--- src/rtl/apb_master_arb.sv ---
//------------------------------------------------------------------------------
// apb_master_arb
//
// Two-requester APB master with round-robin arbitration. Requester 0 is the CPU
// load/store port, requester 1 a secondary master (debug/DMA). One transfer is
// in flight at a time. The granted address is decoded into one of four slave
// selects inside a 16 KiB window at BASE_ADDR. The block runs the APB
// SETUP/ACCESS sequence and returns read data plus a done pulse and an error
// flag to the granted requester.
//
// Parameters
//   BASE_ADDR  peripheral window base; slave n at BASE_ADDR + n*0x1000
//   TIMEOUT    ACCESS cycles without PREADY before abort (2..255)
//
// Ports
//   PCLK, PRESETn                clock, asynchronous active-low reset
//   m0_*/m1_*  req/addr/wdata/write  requester inputs (req held until done)
//   m0_done, m1_done             one-cycle completion pulse per requester
//   rd_data, rd_err              result, valid in the done cycle
//   PADDR, PWDATA, PWRITE,
//   PENABLE, PSEL[3:0]           APB master outputs (all registered)
//   PRDATA0..3, PREADY[3:0]      per-slave read data and ready
//------------------------------------------------------------------------------
module apb_master_arb #(
    parameter logic [31:0] BASE_ADDR = 32'h1000_0000,
    parameter int unsigned TIMEOUT   = 16
) (
    input  logic        PCLK,
    input  logic        PRESETn,

    input  logic        m0_req,
    input  logic [31:0] m0_addr,
    input  logic [31:0] m0_wdata,
    input  logic        m0_write,
    output logic        m0_done,

    input  logic        m1_req,
    input  logic [31:0] m1_addr,
    input  logic [31:0] m1_wdata,
    input  logic        m1_write,
    output logic        m1_done,

    output logic [31:0] rd_data,
    output logic        rd_err,

    output logic [31:0] PADDR,
    output logic [31:0] PWDATA,
    output logic        PWRITE,
    output logic        PENABLE,
    output logic [3:0]  PSEL,
    input  logic [31:0] PRDATA0,
    input  logic [31:0] PRDATA1,
    input  logic [31:0] PRDATA2,
    input  logic [31:0] PRDATA3,
    input  logic [3:0]  PREADY
);

    typedef enum logic [1:0] {
        ST_IDLE,
        ST_SETUP,
        ST_ACCESS,
        ST_DONE
    } state_t;

    localparam logic [17:0] BASE_HI = BASE_ADDR[31:14];
    // Counter value seen in the TIMEOUT-th ACCESS cycle (counter starts at 0)
    localparam logic [7:0]  TO_LAST = 8'(TIMEOUT - 1);

    // ---------------------------------------------------------------- state
    state_t      r_state;
    logic        r_grant;       // 0 = m0, 1 = m1 owns the current transfer
    logic        r_last_grant;  // requester granted most recently
    logic [1:0]  r_idx;         // decoded slave index of current transfer
    logic [7:0]  r_cnt;         // ACCESS cycles elapsed without PREADY
    logic        r_done_pend;   // hit path: done pulse still owed in DONE

    logic        r_m0_done;
    logic        r_m1_done;
    logic [31:0] r_rd_data;
    logic        r_rd_err;
    logic [31:0] r_paddr;
    logic [31:0] r_pwdata;
    logic        r_pwrite;
    logic        r_penable;
    logic [3:0]  r_psel;

    // ---------------------------------------------------------------- comb
    logic        w_gnt_valid;
    logic        w_gnt;
    logic [31:0] w_addr;
    logic [31:0] w_wdata;
    logic        w_write;
    logic        w_hit;
    logic [1:0]  w_idx;
    logic [31:0] w_prdata;
    logic        w_pready;

    // Round-robin: on a tie the requester that did not win last time wins.
    always_comb begin
        w_gnt_valid = m0_req | m1_req;
        if (m0_req && m1_req) begin
            w_gnt = ~r_last_grant;
        end else begin
            w_gnt = m1_req;
        end
    end

    always_comb begin
        if (w_gnt) begin
            w_addr  = m1_addr;
            w_wdata = m1_wdata;
            w_write = m1_write;
        end else begin
            w_addr  = m0_addr;
            w_wdata = m0_wdata;
            w_write = m0_write;
        end
        w_hit = (w_addr[31:14] == BASE_HI);
        w_idx = w_addr[13:12];
    end

    // Only the selected slave's ready and data are ever looked at.
    always_comb begin
        w_prdata = '0;
        case (r_idx)
            2'd0:    w_prdata = PRDATA0;
            2'd1:    w_prdata = PRDATA1;
            2'd2:    w_prdata = PRDATA2;
            default: w_prdata = PRDATA3;
        endcase
        w_pready = PREADY[r_idx];
    end

    // ---------------------------------------------------------------- FSM
    always_ff @(posedge PCLK or negedge PRESETn) begin
        if (!PRESETn) begin
            r_state      <= ST_IDLE;
            r_grant      <= 1'b0;
            r_last_grant <= 1'b1;
            r_idx        <= '0;
            r_cnt        <= '0;
            r_done_pend  <= 1'b0;
            r_m0_done    <= 1'b0;
            r_m1_done    <= 1'b0;
            r_rd_data    <= '0;
            r_rd_err     <= 1'b0;
            r_paddr      <= '0;
            r_pwdata     <= '0;
            r_pwrite     <= 1'b0;
            r_penable    <= 1'b0;
            r_psel       <= '0;
        end else begin
            r_m0_done <= 1'b0;
            r_m1_done <= 1'b0;

            case (r_state)
                ST_IDLE: begin
                    if (w_gnt_valid) begin
                        r_grant      <= w_gnt;
                        r_last_grant <= w_gnt;
                        r_cnt        <= '0;
                        if (w_hit) begin
                            r_idx       <= w_idx;
                            r_paddr     <= w_addr;
                            r_pwdata    <= w_wdata;
                            r_pwrite    <= w_write;
                            r_psel      <= 4'b0001 << w_idx;
                            r_penable   <= 1'b0;
                            r_done_pend <= 1'b0;
                            r_state     <= ST_SETUP;
                        end else begin
                            // Decode miss: the bus stays quiet and the done
                            // pulse goes out together with the move to DONE,
                            // so DONE itself has nothing left to signal.
                            r_rd_data   <= '0;
                            r_rd_err    <= 1'b1;
                            r_m0_done   <= ~w_gnt;
                            r_m1_done   <= w_gnt;
                            r_done_pend <= 1'b0;
                            r_state     <= ST_DONE;
                        end
                    end
                end

                ST_SETUP: begin
                    r_penable <= 1'b1;
                    r_state   <= ST_ACCESS;
                end

                ST_ACCESS: begin
                    if (w_pready) begin
                        r_rd_data   <= r_pwrite ? '0 : w_prdata;
                        r_rd_err    <= 1'b0;
                        r_psel      <= '0;
                        r_penable   <= 1'b0;
                        r_done_pend <= 1'b1;
                        r_state     <= ST_DONE;
                    end else if (r_cnt == TO_LAST) begin
                        r_rd_data   <= '0;
                        r_rd_err    <= 1'b1;
                        r_psel      <= '0;
                        r_penable   <= 1'b0;
                        r_done_pend <= 1'b1;
                        r_state     <= ST_DONE;
                    end else begin
                        r_cnt <= r_cnt + 8'd1;
                    end
                end

                ST_DONE: begin
                    r_m0_done   <= r_done_pend & ~r_grant;
                    r_m1_done   <= r_done_pend & r_grant;
                    r_done_pend <= 1'b0;
                    r_cnt       <= '0;
                    r_state     <= ST_IDLE;
                end

                default: begin
                    r_state <= ST_IDLE;
                end
            endcase
        end
    end

    // ---------------------------------------------------------------- outputs
    assign m0_done = r_m0_done;
    assign m1_done = r_m1_done;
    assign rd_data = r_rd_data;
    assign rd_err  = r_rd_err;
    assign PADDR   = r_paddr;
    assign PWDATA  = r_pwdata;
    assign PWRITE  = r_pwrite;
    assign PENABLE = r_penable;
    assign PSEL    = r_psel;

endmodule

--- config.mk ---
export PLATFORM = sky130hd
export DESIGN_NAME = apb_master_arb
export DESIGN_NICKNAME = d
export VERILOG_FILES = /design/src/rtl/apb_master_arb.sv
export SDC_FILE = /design/constraint.sdc
export NUM_CORES = 1
export LEC_CHECK = 0
export CORE_AREA = 2 2 143 145
export CTS_CLUSTER_DIAMETER = 30
export DETAILED_ROUTE_END_ITERATION = 8
export DIE_AREA = 0 0 145 147
export GPL_TIMING_DRIVEN = 0
export PLACE_DENSITY = 0.78
export SLEW_MARGIN = 10
export SYNTH_ARGS = -nofsm -noshare
export SYNTH_HDL_FRONTEND = slang
export SYNTH_SLANG_ARGS = --single-unit
--- constraint.sdc ---
create_clock -name PCLK -period 3.4 [get_ports PCLK]
set_input_delay 0.68 -clock PCLK [delete_from_list [all_inputs] [get_ports PCLK]]
set_output_delay 0.68 -clock PCLK [all_outputs]
set_load 0.01 [all_outputs]
[After elaboration in Yosys (flattened, before gate mapping)]
Cells that the tools add are included.
Operators by class
  $add $sub $neg: 1
  reduce and logical (&&, ||, !) cells: 14
  order comparisons: 1
  shifts and indexed selects: 1
  equal/unequal tests: 13
  mux-type cells: 46
  bitwise logic cells: 6
Operators with widths (number)
  2-to-1 mux 32 bit: 7
  case mux 32 bit (3 select lines): 1
  case mux 32 bit (2 select lines): 1
  2-to-1 mux 8 bit: 3
  case mux 8 bit (3 select lines): 1
  == test 18 x 15 -> 1 bit (second input constant): 1
  2-to-1 mux 1 bit: 17
  2-to-1 mux 4 bit: 4
  AND reduction 4 bit: 4
  != test 2 bit (second input constant): 5
  adder 8 x 1 -> 8 bit (second input constant): 1
  == test 8 x 4 -> 1 bit (second input constant): 1
  2-to-1 mux 2 bit: 4
  case mux 2 bit (4 select lines): 1
  case mux 4 bit (2 select lines): 1
  == test 2 bit (second input constant): 3
  case mux 1 bit (2 select lines): 3
  case mux 1 bit (3 select lines): 2
  AND reduction 3 bit: 2
  nonzero test 3 bit: 2
  == test 2 x 1 -> 1 bit (second input constant): 2
  zero test 2 bit: 2
  AND reduction 2 bit: 2
  left shift 1 x 2 -> 4 bit (first input constant): 1
  8 further kinds: 11
Word-level totals
  flip-flop bits (word level): 120
  output and inout port bits: 105
  bits of input ports: 266
  word-level logic and storage cells: 97

[Logic depth before layout (Yosys ltp)]
  word-level depth: 7
  mapped depth: 9
  mapped depth without buffers: 7

[Worst setup path before layout]
OpenSTA, ideal clock, no wires.
  path type: input-to-reg
  start: input port m1_req
  end: register r_rd_data[0], in the netlist rd_data[0]
  slack: 1.172 ns
  data required time: 3.275 ns
  data arrival time: 2.103 ns
  library setup time: 0.125 ns
  stages on the path: 7
  buffers on the path: 2
  cell sequence: a21boi_1 clkbuf_1 nand4b_1 o22ai_1 a21oi_2 buf_6 mux2_4
Between the ends
  word-level cells in the longest chain between the ends: 6
  elaborated cells between the ends (all ways): 8
  classes of those cells: 3 x eq/ne; 2 x mux; 1 x bitwise; 2 x reduce/logical
Ends and longest elaborated chain
  start: declaration: RTL line 37  | input logic m1_req,
  logical AND 1 bit: RTL line 101  | if (m0_req && m1_req) begin
  2-to-1 mux 1 bit: RTL line 101
  2-to-1 mux 32 bit: RTL line 109  | if (w_gnt) begin
  == test 18 x 15 -> 1 bit: RTL line 118  | w_hit = (w_addr[31:14] == BASE_HI);
  != test 2 bit (no line)
  AND reduction 4 bit (no line) (*)
  end signal: assignment: RTL line 192  | r_rd_data <= r_pwrite ? '0 : w_prdata;
  end: declaration: RTL line 79  | logic [31:0] r_rd_data;
Every way passes the cells marked *; elsewhere a longest branch is shown, timed or not.
A chain may end at the register's enable or synchronous reset.

[Final worst setup path]
  start: input port m1_req
  end: register r_pwdata[9], in the netlist PWDATA[9]
Between the ends
  word-level cells in the longest chain between the ends: 5
  elaborated cells between the ends (all ways): 7
  classes of those cells: 1 x eq/ne; 3 x mux; 1 x bitwise; 2 x reduce/logical
Ends and longest elaborated chain
  logical AND 1 bit: RTL line 101
  2-to-1 mux 1 bit: RTL line 101
  2-to-1 mux 32 bit: RTL line 109
  == test 18 x 15 -> 1 bit: RTL line 118
  AND reduction 3 bit (no line)
  end signal: assignment: RTL line 165  | r_pwdata <= w_wdata;
  end: declaration: RTL line 82  | logic [31:0] r_pwdata;
Several ways; a longest one is shown, not always the timed one.

==> reports/metrics.cfg <==
[status]
status = complete, no violations

[sta]
final-hold-violation-count = 0
tightestPinTransition_ns = 0.9653
setup-violations-final = 0
relSlewSlack = 0.3565
slew_violations = 0
period_share = 0.8529
hold_ws_ns = 0.1918
clock-skew-final_ns = 0.01431
fin_ws_ns = 0.5001
period_needed_ns = 2.900
fmax_mhz = 344.8
rsz0062_at_grt = false
tns_ns = 0

[yosys]
ys_warn_count = 0
yosysTopAreaCell = dfrtp_1
syn_inst = 533
synthesis.nets = 804
synth_top_area_frac = 0.4553
async_flop_share = 1.000
synth_edf_count = 0
synth.distinct_cells = 49
ys_seq_area_frac = 0.4593
yosys_register_bits = 118
synth_ff_type = dfrtp_1
syn_avg_cell_area_um2 = 12.07
synthTopCellsByArea = dfrtp_1 (46%), mux4_2 (12%), mux2i_1 (7.3%), mux2_4 (7.0%), a21o_1 (5.5%)
synth_area_um2 = 6431

[worst_hold_path]
worstHoldPathType = in2async

[power]
vdd_drop_max_mv = 0.3186
power_density_nw_per_um2 = 533.1
power.leakage_nw = 5.104
p_total_w = 0.005951

[routing]
antenna_left = 0
vias_per_cell = 4.820
routed_wl_mm = 21.97
vias = 5813
wire_per_inst_um = 18.22
drt_first_iter_violations = 262
drc = 0
dr_wl_met3_mm = 1.598
wirelength_met1_mm = 9.129
highest_layer = met4
wl_met2_mm = 10.74
firstDrtPassIters = 4

[place]
dpl-instance-area_um2 = 10500
port_buffers = 370
place_hpwl_mm = 17.44
gp_congestion = 0.8111
preCtsSetupSlack_ns = 0.04732

[clock_network]
holdBufCountCts = 0
clk_path_buf_depth = 2
h-tree-depth = 4
post_cts_buffers = 0
cts_tree = done
post_cts_resized = 0
root_buffer = clkbuf_16
cts_buffers = 17
clkLatencyLatePin_ns = 0.43
clk_pin_slew_ns = 0.06
cts.sinks = 118

[layout]
fin_area_um2 = 11160
nets = 1194
drive_gt1_frac = 0.1282
fillerInstances = 1708
area_growth_pct = 73.60
antennaDiodeCount = 0

[floorplanning]
core_um2 = 19840
ios = 371
dieArea_um2 = 21320
die_y_um = 147
chipWidth_um = 145
start_util = 0.3241
rows = 52

[critical_path]
cp.required_ns = 3.71
cp.arrival_ns = 3.21
endpoint_kind = flop
path_class = in2reg
path_max_fanout = 10
startpoint_type = input pin

[global_route]
grt_max_degree = 68
grt_pass1_vias = 6178
grtUsageTotal = 0.2083
grt_pass1_wl_mm = 34.55
antenna_found_initial = 0
grt_overflow = 0

[flow_run]
cap_violations = 0

final timing paths:
check                                            start  cells past startpoint  slack [ns]                 endpoint
worst min-delay path                           PRESETn                      1        0.19  rd_data[24]$_DFFE_PN0P_
worst min register to register  PWDATA[17]$_DFFE_PN0P_                      1        0.47   PWDATA[17]$_DFFE_PN0P_
worst max-delay path                            m1_req                      9        0.50    PWDATA[9]$_DFFE_PN0P_
min in group PCLK               PWDATA[17]$_DFFE_PN0P_                      1        0.47   PWDATA[17]$_DFFE_PN0P_
worst max register to register  r_state[0]$_DFFE_PN0P_                      9        0.83   rd_data[7]$_DFFE_PN0P_
max in group asynchronous                      PRESETn                      2        2.48  rd_data[18]$_DFFE_PN0P_
cells by family (layout without fill, tap and decap cells):
| logic type | count (synthesis) | count (layout) | synth area share |
|---|---|---|---|
| xor+xnor | 2 | 2 | 0.002724 |
| buf+inv | 48 | 451 | 0.03443 |
| mux | 114 | 114 | 0.2658 |
| compound gates | 94 | 94 | 0.1037 |
| simple gates | 152 | 152 | 0.1243 |
| fa+ha+maj | 5 | 5 | 0.009728 |
| flops | 118 | 118 | 0.4593 |
area by class of cell:
| type | instances | area (um2) | area share |
|---|---|---|---|
| timing repair buffer | 371 | 3732 | 0.3343 |
| inverter | 12 | 45.04 | 0.004035 |
| sequential | 118 | 2954 | 0.2646 |
| tap | 270 | 337.8 | 0.03026 |
| buffer | 36 | 176.4 | 0.01580 |
| clock inverter | 14 | 224.0 | 0.02006 |
| clock buffer | 18 | 439.2 | 0.03934 |
| multi-input combinational | 367 | 3256 | 0.2916 |
metrics by stage:
step,std cells,utilization
finish,1206,0.5626
global placement,1173,0.5277
detailed placement,1174,0.5292
floorplan,533,-
CTS,1206,0.5626
global route,1206,0.5626
cell usage in the layout, fill, tap and decap left out, drive strengths merged, types with 17 or more instances in the layout:
cell / instances
clkbuf: 38
mux4: 33
dfrtp: 117
and2: 17
nor2: 63
mux2i: 47
and2b: 18
a21o: 48
mux2: 34
buf: 18
clkdlybuf4s50: 369
flip-flops by register name (all words and copies together), names as in the netlist:
signal and flops:
m1_done 1, r_state 2, PENABLE 1, PWDATA 32
PADDR 31, r_last_grant 1, m0_done 1, PWRITE 1
r_done_pend 1, r_cnt 8, rd_err 1, PSEL 4
r_idx 1, r_grant 1, rd_data 32
power by group:
part | leakage [nW] | switching [W] | internal (W) | total [W]
clock network | 0.321 | 0.000696 | 0.00133 | 0.00202
logic | 3.16 | 0.000904 | 0.00125 | 0.00215
registers | 1.62 | 0.000139 | 0.00164 | 0.00178
cell usage after synthesis (2+ instances only):
| cell type | number |
|---|---|
| a21o_1 | 47 |
| a21oi_1 | 11 |
| a22o_1 | 2 |
| a31oi_1 | 6 |
| and2_1 | 17 |
| and2b_1 | 18 |
| buf_1 | 3 |
| buf_2 | 9 |
| buf_6 | 4 |
| clkbuf_1 | 20 |
| dfrtp_1 | 117 |
| ha_1 | 5 |
| inv_1 | 12 |
| mux2_2 | 4 |
| mux2_4 | 30 |
| mux2i_1 | 47 |
| mux4_2 | 33 |
| nand2_1 | 9 |
| nand2b_1 | 3 |
| nand3_1 | 6 |
| nand4_1 | 3 |
| nor2_1 | 63 |
| nor2b_1 | 14 |
| nor3_1 | 2 |
| nor3b_1 | 3 |
| nor4_1 | 6 |
| nor4b_1 | 2 |
| o21a_1 | 2 |
| o21ai_0 | 8 |
| o22ai_1 | 7 |
| or2_2 | 2 |
critical path, stage by stage:
cell and delay, ns:
clkdlybuf4s50_1 0.55, a21boi_1 0.17, clkbuf_1 0.28, nand4b_1 0.27
o32a_1 0.30, buf_2 0.28, buf_1 0.40, nor2_1 0.09
a21o_1 0.17
routing by layer:
layer,global-route usage,vias up
li1,-,2699
met1,0.2608,2833
met2,0.3417,246
met3,0.06988,35
met4,0.06683,0
met5,0,-
No activity file was read; power rests on OpenSTA's default activity.
